File: src/rtl/bandeja_rolhas.sv
// Stopper tray controller: tracks the stopper count, serves capping requests
// and drives a registered refill request with a timeout alarm.
module bandeja_rolhas #(
  parameter int unsigned CAPACIDADE = 25,
  parameter int unsigned LIMIAR     = 5,
  parameter int unsigned LOTE       = 20,
  parameter int unsigned TIMEOUT    = 15
) (
  input  logic       clk,
  input  logic       rst,
  input  logic       vedar,
  input  logic       reabastecer,
  output logic       ativar,
  output logic       vedar_ok,
  output logic [4:0] rolhas,
  output logic       vazia,
  output logic       alarme
);

  localparam int unsigned CW = 5;
  localparam int unsigned SW = 6;
  localparam int unsigned TW = 4;

  localparam logic [1:0] OCIOSO       = 2'd0;
  localparam logic [1:0] PEDE         = 2'd1;
  localparam logic [1:0] ESPERA_BAIXO = 2'd2;
  localparam logic [1:0] FALHA        = 2'd3;

  logic [1:0]    state;
  logic [1:0]    state_nx;
  logic [TW-1:0] timer;
  logic [TW-1:0] timer_nx;
  logic [CW-1:0] rolhas_nx;
  logic          reab_q;
  logic          reab_sub;
  logic          refill;
  logic [SW-1:0] soma;
  logic [SW-1:0] cheio;
  logic          ok_nx;
  logic          ativar_nx;
  logic          alarme_nx;

  // Empty flag decoded straight from the count register.
  assign vazia = (rolhas == '0);

  // Next-state, count, timer and output decode.
  always_comb begin
    state_nx  = state;
    timer_nx  = '0;
    rolhas_nx = rolhas;
    ok_nx     = 1'b0;

    // Rising edge of the refill strobe; only honoured while a request is open.
    reab_sub = reabastecer & ~reab_q;
    refill   = reab_sub & ((state == PEDE) | (state == FALHA));

    // Refill sum at 6 bits so it cannot wrap before saturation.
    soma  = SW'(rolhas) + SW'(LOTE);
    cheio = (soma > SW'(CAPACIDADE)) ? SW'(CAPACIDADE) : soma;

    // Refilled count is always non-zero, so a concurrent request is served.
    if (refill) begin
      rolhas_nx = CW'(cheio) - CW'(vedar);
      ok_nx     = vedar;
    end else if (vedar && (rolhas != '0)) begin
      rolhas_nx = rolhas - CW'(1);
      ok_nx     = 1'b1;
    end

    case (state)
      OCIOSO: begin
        if (rolhas <= CW'(LIMIAR)) state_nx = PEDE;
      end
      PEDE: begin
        if (refill) begin
          state_nx = ESPERA_BAIXO;
        end else begin
          timer_nx = timer + TW'(1);
          if (timer == TW'(TIMEOUT - 1)) state_nx = FALHA;
        end
      end
      FALHA: begin
        if (refill) begin
          state_nx = ESPERA_BAIXO;
        end else begin
          timer_nx = (&timer) ? timer : timer + TW'(1);
        end
      end
      default: begin
        // ESPERA_BAIXO: wait for the strobe to drop before re-arming.
        if (!reabastecer) state_nx = OCIOSO;
      end
    endcase

    // Request and alarm are registered copies of the next state decode.
    ativar_nx = (state_nx == PEDE) | (state_nx == FALHA);
    alarme_nx = (state_nx == FALHA);
  end

  // State and registered outputs; reset fills the tray and drops the request.
  always_ff @(posedge clk or negedge rst) begin
    if (!rst) begin
      state    <= OCIOSO;
      timer    <= '0;
      rolhas   <= CW'(CAPACIDADE);
      reab_q   <= 1'b0;
      vedar_ok <= 1'b0;
      ativar   <= 1'b0;
      alarme   <= 1'b0;
    end else begin
      state    <= state_nx;
      timer    <= timer_nx;
      rolhas   <= rolhas_nx;
      reab_q   <= reabastecer;
      vedar_ok <= ok_nx;
      ativar   <= ativar_nx;
      alarme   <= alarme_nx;
    end
  end

endmodule

File: config.mk
export PLATFORM = sky130hd
export DESIGN_NAME = bandeja_rolhas
export DESIGN_NICKNAME = d
export VERILOG_FILES = /design/src/rtl/bandeja_rolhas.sv
export SDC_FILE = /design/constraint.sdc
export NUM_CORES = 1
export LEC_CHECK = 0
export ABC_AREA = 0
export CAP_MARGIN = 20
export CORE_MARGIN = 3
export CORE_UTILIZATION = 40
export CTS_CLUSTER_SIZE = 14
export DETAILED_ROUTE_END_ITERATION = 8
export SYNTH_ARGS = -nofsm -noshare
export SYNTH_HDL_FRONTEND = slang
export SYNTH_SLANG_ARGS = --single-unit
File: constraint.sdc
create_clock -name clk -period 5.2 [get_ports clk]
set_clock_uncertainty 0.15 [all_clocks]
set_input_delay 0.52 -clock clk [delete_from_list [all_inputs] [get_ports clk]]
set_output_delay 0.52 -clock clk [all_outputs]
set_load 0.01 [all_outputs]
Word-level counts from Yosys, hierarchy flattened:

Cells that the tools add are included.

* bits in registers: 15
* bits of input ports: 4
* output and inout port bits: 9
* word-level logic and storage cells: 45

* add/subtract/negate cells: 4
* magnitude comparators: 2
* equality and inequality tests: 6
* mux-type cells: 15
* bitwise logic cells: 5
* reductions and logical operators: 6

Operators by type and width (number)
* $mux W5: 3
* $mux W4: 3
* $mux W2: 5
* $pmux W4 S2: 1
* $add A5 B5 Y6 const B: 1
* $gt A6 B5 Y1 const B: 1
* $pmux W2 S3: 1
* $le A5 B3 Y1 const B: 1
* $logic_not A5 Y1: 1
* $reduce_bool A5 Y1: 1
* $sub A5 B1 Y5: 1
* $sub A5 B1 Y5 const B: 1
* $add A4 B1 Y4 const B: 1
* $eq A2 B1 Y1 const B: 2
* $eq A2 B2 Y1 const B: 2
* $eq A4 B4 Y1 const B: 1
* $reduce_and A4 Y1: 1
* $ne A3 B3 Y1 const B: 1
* $and A1 B1 Y1: 2
* $logic_not A2 Y1: 1
* $mux W1: 2
* $or A1 B1 Y1: 2
* $reduce_bool A2 Y1: 1
* $logic_and A1 B1 Y1: 1
* $not A1 Y1: 1

Logic depth before layout (Yosys ltp):

Gate-level depths: netlist (run 1).

* depth in word-level cells: 7
* gate-level depth with buffers: 12
* gate-level depth less buffers: 12

Worst setup path before layout (run 1):

Ideal clock, no wire load.

* path kind: flip-flop to flip-flop
* start: register rolhas[3]
* end: register rolhas[4]
* setup time: 0.077 ns
* arrival time: 2.275 ns
* data required time: 4.973 ns
* slack: 2.698 ns
* stages on the path, launching flop included: 12
* buffers on the path: 0
* period minus slack after synthesis: 2.502 ns
* cell sequence: dfstp_2 > inv_1 > ha_1 > nor2b_1 > o21a_1 > nand2b_4 > or2_2 > ha_1 > nand3b_1 > nor3_1 > a21o_1 > a31oi_1

* word-level cells in the longest chain between the ends: 5
* elaborated cells on any way between the ends: 10
* those cells by class: add/sub: 3; order compare: 1; mux: 3; reduce/logical: 3

RTL lines
* from (decl): RTL line 15 `output logic [4:0] rolhas,`
* from (signal assigned): RTL line 105 `rolhas <= CW'(CAPACIDADE);`
* from (signal assigned): RTL line 113 `rolhas <= rolhas_nx;`
* $add A5 B5 Y6: RTL line 58 `soma = SW'(rolhas) + SW'(LOTE);`
* $gt A6 B5 Y1: RTL line 59 `cheio = (soma > SW'(CAPACIDADE)) ? SW'(CAPACIDADE) : soma;`
* $mux W5: RTL line 59
* $sub A5 B1 Y5: RTL line 63 `rolhas_nx = CW'(cheio) - CW'(vedar);`
* $mux W5: RTL line 62 `if (refill) begin`

Parallel ways exist; a longest one is shown, timed or not. The select of a mux whose other input is x is not followed.
A chain may end at the register's enable or synchronous reset.

Worst setup path in the final report (run 1):

* start: register rolhas[2]
* end: output vazia

* word-level cells in the longest chain between the ends: 1

RTL lines
* $logic_not A5 Y1: RTL line 44 `assign vazia = (rolhas == '0);`
* to (decl): RTL line 16 `output logic vazia,`

Every way passes these cells.

==> metrics.csv, run 1 <==
stage,metric,value,unit
clocking,clk root buf,clkbuf_4,
clocking,# hold bufs at CTS,0,
yosys,share of the yosys chip area belonging to registers,0.3769,
sta,Worst Tran Pin Value,634.3,ps
yosys,YS warnings,0,
sta,setup TNS,0,ps
yosys,post-synth top area cell,dfrtp_1,
sta,Final Setup Violations,0,
die,chip width,56.15,microns
global_route,grt peak-use layer,met2,
die,DIE HEIGHT,56.15,microns
yosys,count of state elements after synthesis,15,
die,I/O Pins,13,
global_route,gr usage total,0.1395,
clocking,post-CTS resize count,0,
detailed_routing,Residual DRC,0,
detailed_routing,initial drt markers,15,
final_layout,fillcell total,236,
detailed_routing,detailed-route wire length,1.974,mm
worst_setup_path,Setup CP Type,reg -> out,
clocking,total CTS buffers,3,
yosys,Syn Area/Cell,9.581,sq um
global_route,GR Util met2,0.2020,
yosys,"Distinct cells, synth",34,
worst_setup_path,Worst EP required,4530,ps
sta,Final Hold Viols,0,
place,hpwl dp,1.551,mm
pwr,pwr dens,505.9,nW/um^2
die,Die ar.,3153,sq um
worst_setup_path,worst r2r src,rolhas[3]$_DFFE_PN1P_,
clocking,CTS sink count,15,
pwr,worst vdd ir,282.2,uV
final_layout,layout cells sized above 1,0.1167,
final_layout,P&R area growth vs syn,17.66,%
yosys,Async SR Flop Fraction,1.000,
yosys,synth top area cells,"dfrtp_1, ha_1, dfstp_2",
sta,Fmax,0.3720,GHz
min_path,Min-Delay Path Class,reg -> reg,
yosys,post-synthesis cell count,105,
yosys,Post-synth EDFFs,0,
run,maxcap violations,0,
global_route,met3 usage,0.05104,
yosys,top cell type's share of synthesized area,0.2985,
detailed_routing,WL/cell,13.34,microns
clocking,Setup Buffers After CTS,0,
die,row count,17,
sta,Slew Limit Headroom,0.5758,
place,DP Area,1156,sq um
final_layout,Final nets,137,
final_layout,number of diodes,0,
detailed_routing,DR pass1 iterations,4,
yosys,Syn Nets,121,
global_route,largest net degree at the start of global routing,16,
status,status,"complete, no violations",
yosys,Syn Std Cell Area,1006,sq um
place,PortBufs,12,
sta,Max Slew Vio Count,0,
global_route,first-pass GRT wire length,3.401,mm
clocking,TritonCTS clock tree,yes,
yosys,most used flip-flop cell after synthesis,dfrtp_1,
final_layout,Multi-input gate area,584.3,sq um
pwr,Leak,0.5699,nW
global_route,grt total ovfl,0,
worst_setup_path,CP endpoint kind,output pin,
detailed_routing,vias per inst,5.318,
place,RePlAce Congestion,0.9040,
worst_setup_path,CP max FO,9,
detailed_routing,ANT nets after route,0,
final_layout,cell area after layout,1184,sq um
global_route,initial antenna violation count,0,
worst_setup_path,CP Launch Point,rolhas[2]$_DFFE_PN0P_,
detailed_routing,routed vias,787,
sta,crit path time final,2688,ps
die,Initial Utilization,0.4379,
clocking,CTS max path bufs,2,
clocking,"Clk Latency, worst-skew pair",290,ps
min_path,hold path start,state[1]$_DFF_PN0_,
sta,Final Cycle Share,0.5169,
final_layout,Reg area,379.1,sq um
worst_setup_path,Critical Path Source Type,flop,
sta,unrepaired setup endpoints after global routing,false,
clocking,htree depth,1,
die,core area,2297,sq um
clocking,Worst-path clk slew,90,ps
global_route,met1 Resource Use GR,0.1929,
global_route,vias in the first global route,710,
worst_setup_path,Critical Path AT,2020,ps
-- cell usage after synthesis, types with 2 or more instances --
cell type and number:
o21a_1 4, a21oi_1 9, dfrtp_1 12, nor2_1 9
inv_1 10, a211oi_1 2, nand3_1 3, xnor2_1 4
ha_1 12, nand2_1 7, dfstp_2 3, o21ai_0 5
nor3_1 3, o41ai_2 2
-- flip-flops by register name, indices dropped and copies added (netlist names) --
| signal | flops |
|---|---|
| ativar | 1 |
| vedar_ok | 1 |
| rolhas | 5 |
| reab_q | 1 |
| state | 2 |
| timer | 4 |
| alarme | 1 |
-- path summary, 6_finish.rpt --
kind                                         end  slack, ps  depth (start not counted)
max                                        vazia       2510                          5
min                             ativar$_DFF_PN0_        440                          1
max reg2reg                rolhas[4]$_DFFE_PN1P_       2560                         11
min reg2reg                     ativar$_DFF_PN0_        440                          1
max in group asynchronous   timer[2]$_DFFE_PN0P_       4030                          1
min in group asynchronous       ativar$_DFF_PN0_        470                          1
-- cells by family after synthesis --
logic type / synth area share
AOI/OAI and AO/OA: 0.2139
and+or+nand+nor: 0.1829
adders and majority gates: 0.1492
xor gates and xnor gates: 0.03482
DFF: 0.3769
buffers and inverters: 0.04229
-- per-stage QoR --
step	util	hold slack [ps]	std cells	power [W]	setup WS, ps
6_report	0.5153	443.2	148	0.0005988	2512
5_1_grt	0.5153	468.5	148	0.0006521	2389
4_1_cts	0.5153	451.3	148	0.0006044	2507
3_5_place_dp	0.5033	438.4	144	0.0005363	2587
3_3_place_gp	0.5033	429.7	144	0.0005346	2647
2_1_floorplan	-	74.41	105	0.0004231	2698
-- power breakdown --
| part | switching (W) | total (W) | internal [W] |
|---|---|---|---|
| Combinational | 0.000161 | 0.000316 | 0.000154 |
| Clock | 0.0000377 | 0.0000663 | 0.0000286 |
| Sequential | 0.0000568 | 0.000217 | 0.000160 |
| Total | 0.000256 | 0.000599 | 0.000343 |
-- final cells by class --
class,count,share of cell area
Sequential cell,15,0.3203
Timing Repair Buffer,12,0.1015
Clock inverter,1,0.004228
Inverter,10,0.03171
Tap cell,28,0.02960
Multi-Input combinational cell,79,0.4937
Clock buffer,3,0.01903
-- routing by layer --
| metal | up-vias | routed length (microns) |
|---|---|---|
| met2 | 12 | 866 |
| met1 | 373 | 1005 |
| li1 | 398 | - |
| met3 | 4 | 82 |
| met4 | 0 | 19 |
| met5 | - | 0 |
-- worst max-delay path, cell delays in order, from the launching register on --
cell and delay (ps):
dfrtp_1 490, inv_1 260, ha_1 270, nand3b_4 120, inv_1 60, clkdlybuf4s50_1 530
-- layout by cell type, fill, tap and decap left out, drive strengths merged, types with 2 or more instances in the layout --
cell type       n
a211oi          2
a21oi           9
clkbuf          3
clkdlybuf4s50  12
dfrtp          12
dfstp           3
ha             12
inv            10
nand2           8
nand3           3
nand3b          2
nor2            9
nor3            3
o21a            4
o21ai           6
o41ai           3
or2             2
xnor2           4
No activity file was read; power rests on OpenSTA's default activity.
==> run 2: changes to the inputs <==
==> constraint.sdc (replaced) <==
create_clock -name clk -period 2.25 [get_ports clk]
set_clock_uncertainty 0.15 [all_clocks]
set_input_delay 0.225 -clock clk [delete_from_list [all_inputs] [get_ports clk]]
set_output_delay 0.225 -clock clk [all_outputs]
set_load 0.01 [all_outputs]
==> run 2 against run 1 <==
Net effect:
- the run now ends with negative setup slack left
- non-clock buffer count is 21 higher
- largest power group unchanged
- first-iteration DRC count rose by 47%
- critical path type is now reg -> reg
- worst setup slack got worse by 2600 ps
- critical path depth increased by 6
==> metrics.csv, run 2 (synthesized netlist as in run 1, its figures left out) <==
stage,metric,value,unit
status,status,"complete, but fails checks",
status,failing checks,negative setup slack,
global_route,met3 usage,0.02784,
worst_setup_path,Setup CP Type,reg -> reg,
detailed_routing,initial drt markers,22,
die,row count,17,
final_layout,"commonest cells after routing, fill and taps aside","buf_4, dfrtp_1, clkdlybuf4s50_1",
die,chip width,56.15,microns
final_layout,number of diodes,0,
global_route,largest net degree at the start of global routing,16,
global_route,vias in the first global route,860,
sta,unrepaired setup endpoints after global routing,true,
clocking,clk root buf,clkbuf_4,
clocking,Worst-path clk slew,100,ps
sta,crit path time final,2379,ps
final_layout,layout cells sized above 1,0.3333,
run,maxcap violations,0,
pwr,overall power,0.001840,W
sta,Final Setup Violations,3,
clocking,CTS max path bufs,2,
worst_setup_path,Critical Path Source Type,flop,
final_layout,max reg flops,5,
place,PortBufs,12,
pwr,pwr dens,1298,nW/um^2
min_path,Min-Delay Path Class,in -> async,
sta,Fmax,0.4203,GHz
pwr,worst vdd ir,701.7,uV
final_layout,Multi-input gate area,654.4,sq um
pwr,clock network power share,0.094,
worst_setup_path,Critical Path AT,2460,ps
detailed_routing,routed vias,897,
die,DIE HEIGHT,56.15,microns
clocking,TritonCTS clock tree,yes,
final_layout,Reg area,380.4,sq um
final_layout,final cell count without fillers,169,
pwr,sw frac,0.4088,
clocking,"Clk Latency, worst-skew pair",300,ps
final_layout,Largest Register,rolhas,
worst_setup_path,Worst EP required,2330,ps
place,hpwl dp,1.761,mm
pwr,Leak,0.6838,nW
die,Initial Utilization,0.4379,
detailed_routing,DR pass1 iterations,6,
sta,Slew Limit Headroom,0.5527,
global_route,first-pass GRT wire length,3.953,mm
sta,setup TNS,-210.3,ps
worst_setup_path,CP endpoint kind,flop,
sta,"crit path setup slack, layout",-129.1,ps
clocking,CTS sink count,15,
pwr,sequential share of power,0.260,
clocking,# hold bufs at CTS,0,
detailed_routing,WL/cell,15.11,microns
sta,Final Hold Viols,0,
die,core area,2297,sq um
detailed_routing,Residual DRC,0,
final_layout,top flop regs,"rolhas: 5 flops, timer: 4 flops, state: 2 flops",
sta,Max Slew Vio Count,0,
detailed_routing,ANT nets after route,0,
detailed_routing,vias per inst,5.308,
pwr,Switch Pwr,0.0007520,W
global_route,initial antenna violation count,0,
place,dpl cells,159,
clocking,total CTS buffers,3,
pwr,Internal Pwr Total,0.001088,W
place,RePlAce Congestion,0.8884,
clocking,htree depth,1,
die,I/O Pins,13,
detailed_routing,detailed-route wire length,2.554,mm
final_layout,P&R area growth vs syn,40.92,%
global_route,gr usage total,0.1592,
die,Die ar.,3153,sq um
sta,Worst Tran Pin Value,668.9,ps
final_layout,"leading cell type in the layout, fill and taps excluded",buf_4,
sta,Final Cycle Share,1.057,
final_layout,Final nets,158,
global_route,grt peak-use layer,met2,
global_route,GR Util met2,0.2521,
global_route,met1 Resource Use GR,0.2230,
worst_setup_path,CP max FO,3,
pwr,logic gate share of total power,0.646,
global_route,grt total ovfl,0,
final_layout,fillcell total,193,
-- run 2: changes by cell type in the layout (fill, tap and decap cells not counted), sizes merged --
cell,before,now
clkinv,1,0
clkinvlp,0,1
clkdlybuf4s50,12,11
dlymetal6s2s,0,1
buf,0,21
-- run 2: worst max-delay path, stage by stage, from the launching register on --
cell,delay (ps)
dfstp_2,570
inv_2,50
ha_4,150
nor2b_4,110
o21a_1,190
nand2b_4,170
or2_4,250
ha_4,170
nand3b_1,140
nor3_2,60
a21o_1,150
a31oi_1,160
-- run 2: power groups by stage --
| stage | Clock (W) | Combinational (W) | Sequential [W] |
|---|---|---|---|
| floorplan | 0 | 0.000504 | 0.000508 |
| global placement | 0 | 0.000987 | 0.000485 |
| detailed placement | 0 | 0.00100 | 0.000486 |
| CTS | 0.000175 | 0.00109 | 0.000472 |
| global route | 0.000188 | 0.00130 | 0.000493 |
| finish | 0.000173 | 0.00119 | 0.000479 |
-- run 2: path summary, 6_finish.rpt --
check | start | to | slack [ps] | cells after the start
max in group asynchronous | rst | rolhas[2]$_DFFE_PN0P_ | 1320 | 1
hold / removal | rst | timer[1]$_DFFE_PN0P_ | 170 | 1
hold reg to reg | timer[2]$_DFFE_PN0P_ | timer[2]$_DFFE_PN0P_ | 460 | 2
min in group clk | reabastecer | reab_q$_DFF_PN0_ | 280 | 1
setup reg to reg | rolhas[3]$_DFFE_PN1P_ | rolhas[4]$_DFFE_PN1P_ | -130 | 11
setup / recovery | rolhas[3]$_DFFE_PN1P_ | rolhas[4]$_DFFE_PN1P_ | -130 | 11
-- run 2: final cells by class --
| class | instances | share of cell area |
|---|---|---|
| repair buffers | 33 | 0.1977 |
| flip-flops and latches | 15 | 0.2683 |
| inverters | 10 | 0.02648 |
| well taps | 28 | 0.02471 |
| clock inverters | 1 | 0.005296 |
| clock buffers | 3 | 0.01589 |
| multi-input cells | 79 | 0.4616 |
-- run 2: per-layer routing --
metal  vias to the layer above  share of wire
li1                        439              -
met1                       422           0.44
met2                        29           0.48
met3                         7          0.056
met4                         0          0.018
met5                         -              0
-- run 2: repair_timing --
| item | CTS | global route |
|---|---|---|
| setup buffers | 5 | 1 |
| pin swaps | 2 | 1 |
| setup endpoints to repair | 4 | 4 |
| resized for setup | 2 | 8 |
-- run 2: through the flow --
stage | area (sq um) | setup WS [ps] | util | hold WS [ps]
floorplan | 1039 | -110.1 | - | -220.6
global placement | 1301 | -17.03 | 0.5664 | 429.9
detailed placement | 1301 | -102.1 | 0.5664 | 440.6
CTS | 1373 | -85.80 | 0.5975 | 200.9
global route | 1418 | -192.8 | 0.6171 | 231.7
finish | 1418 | -129.1 | 0.6171 | 169.0
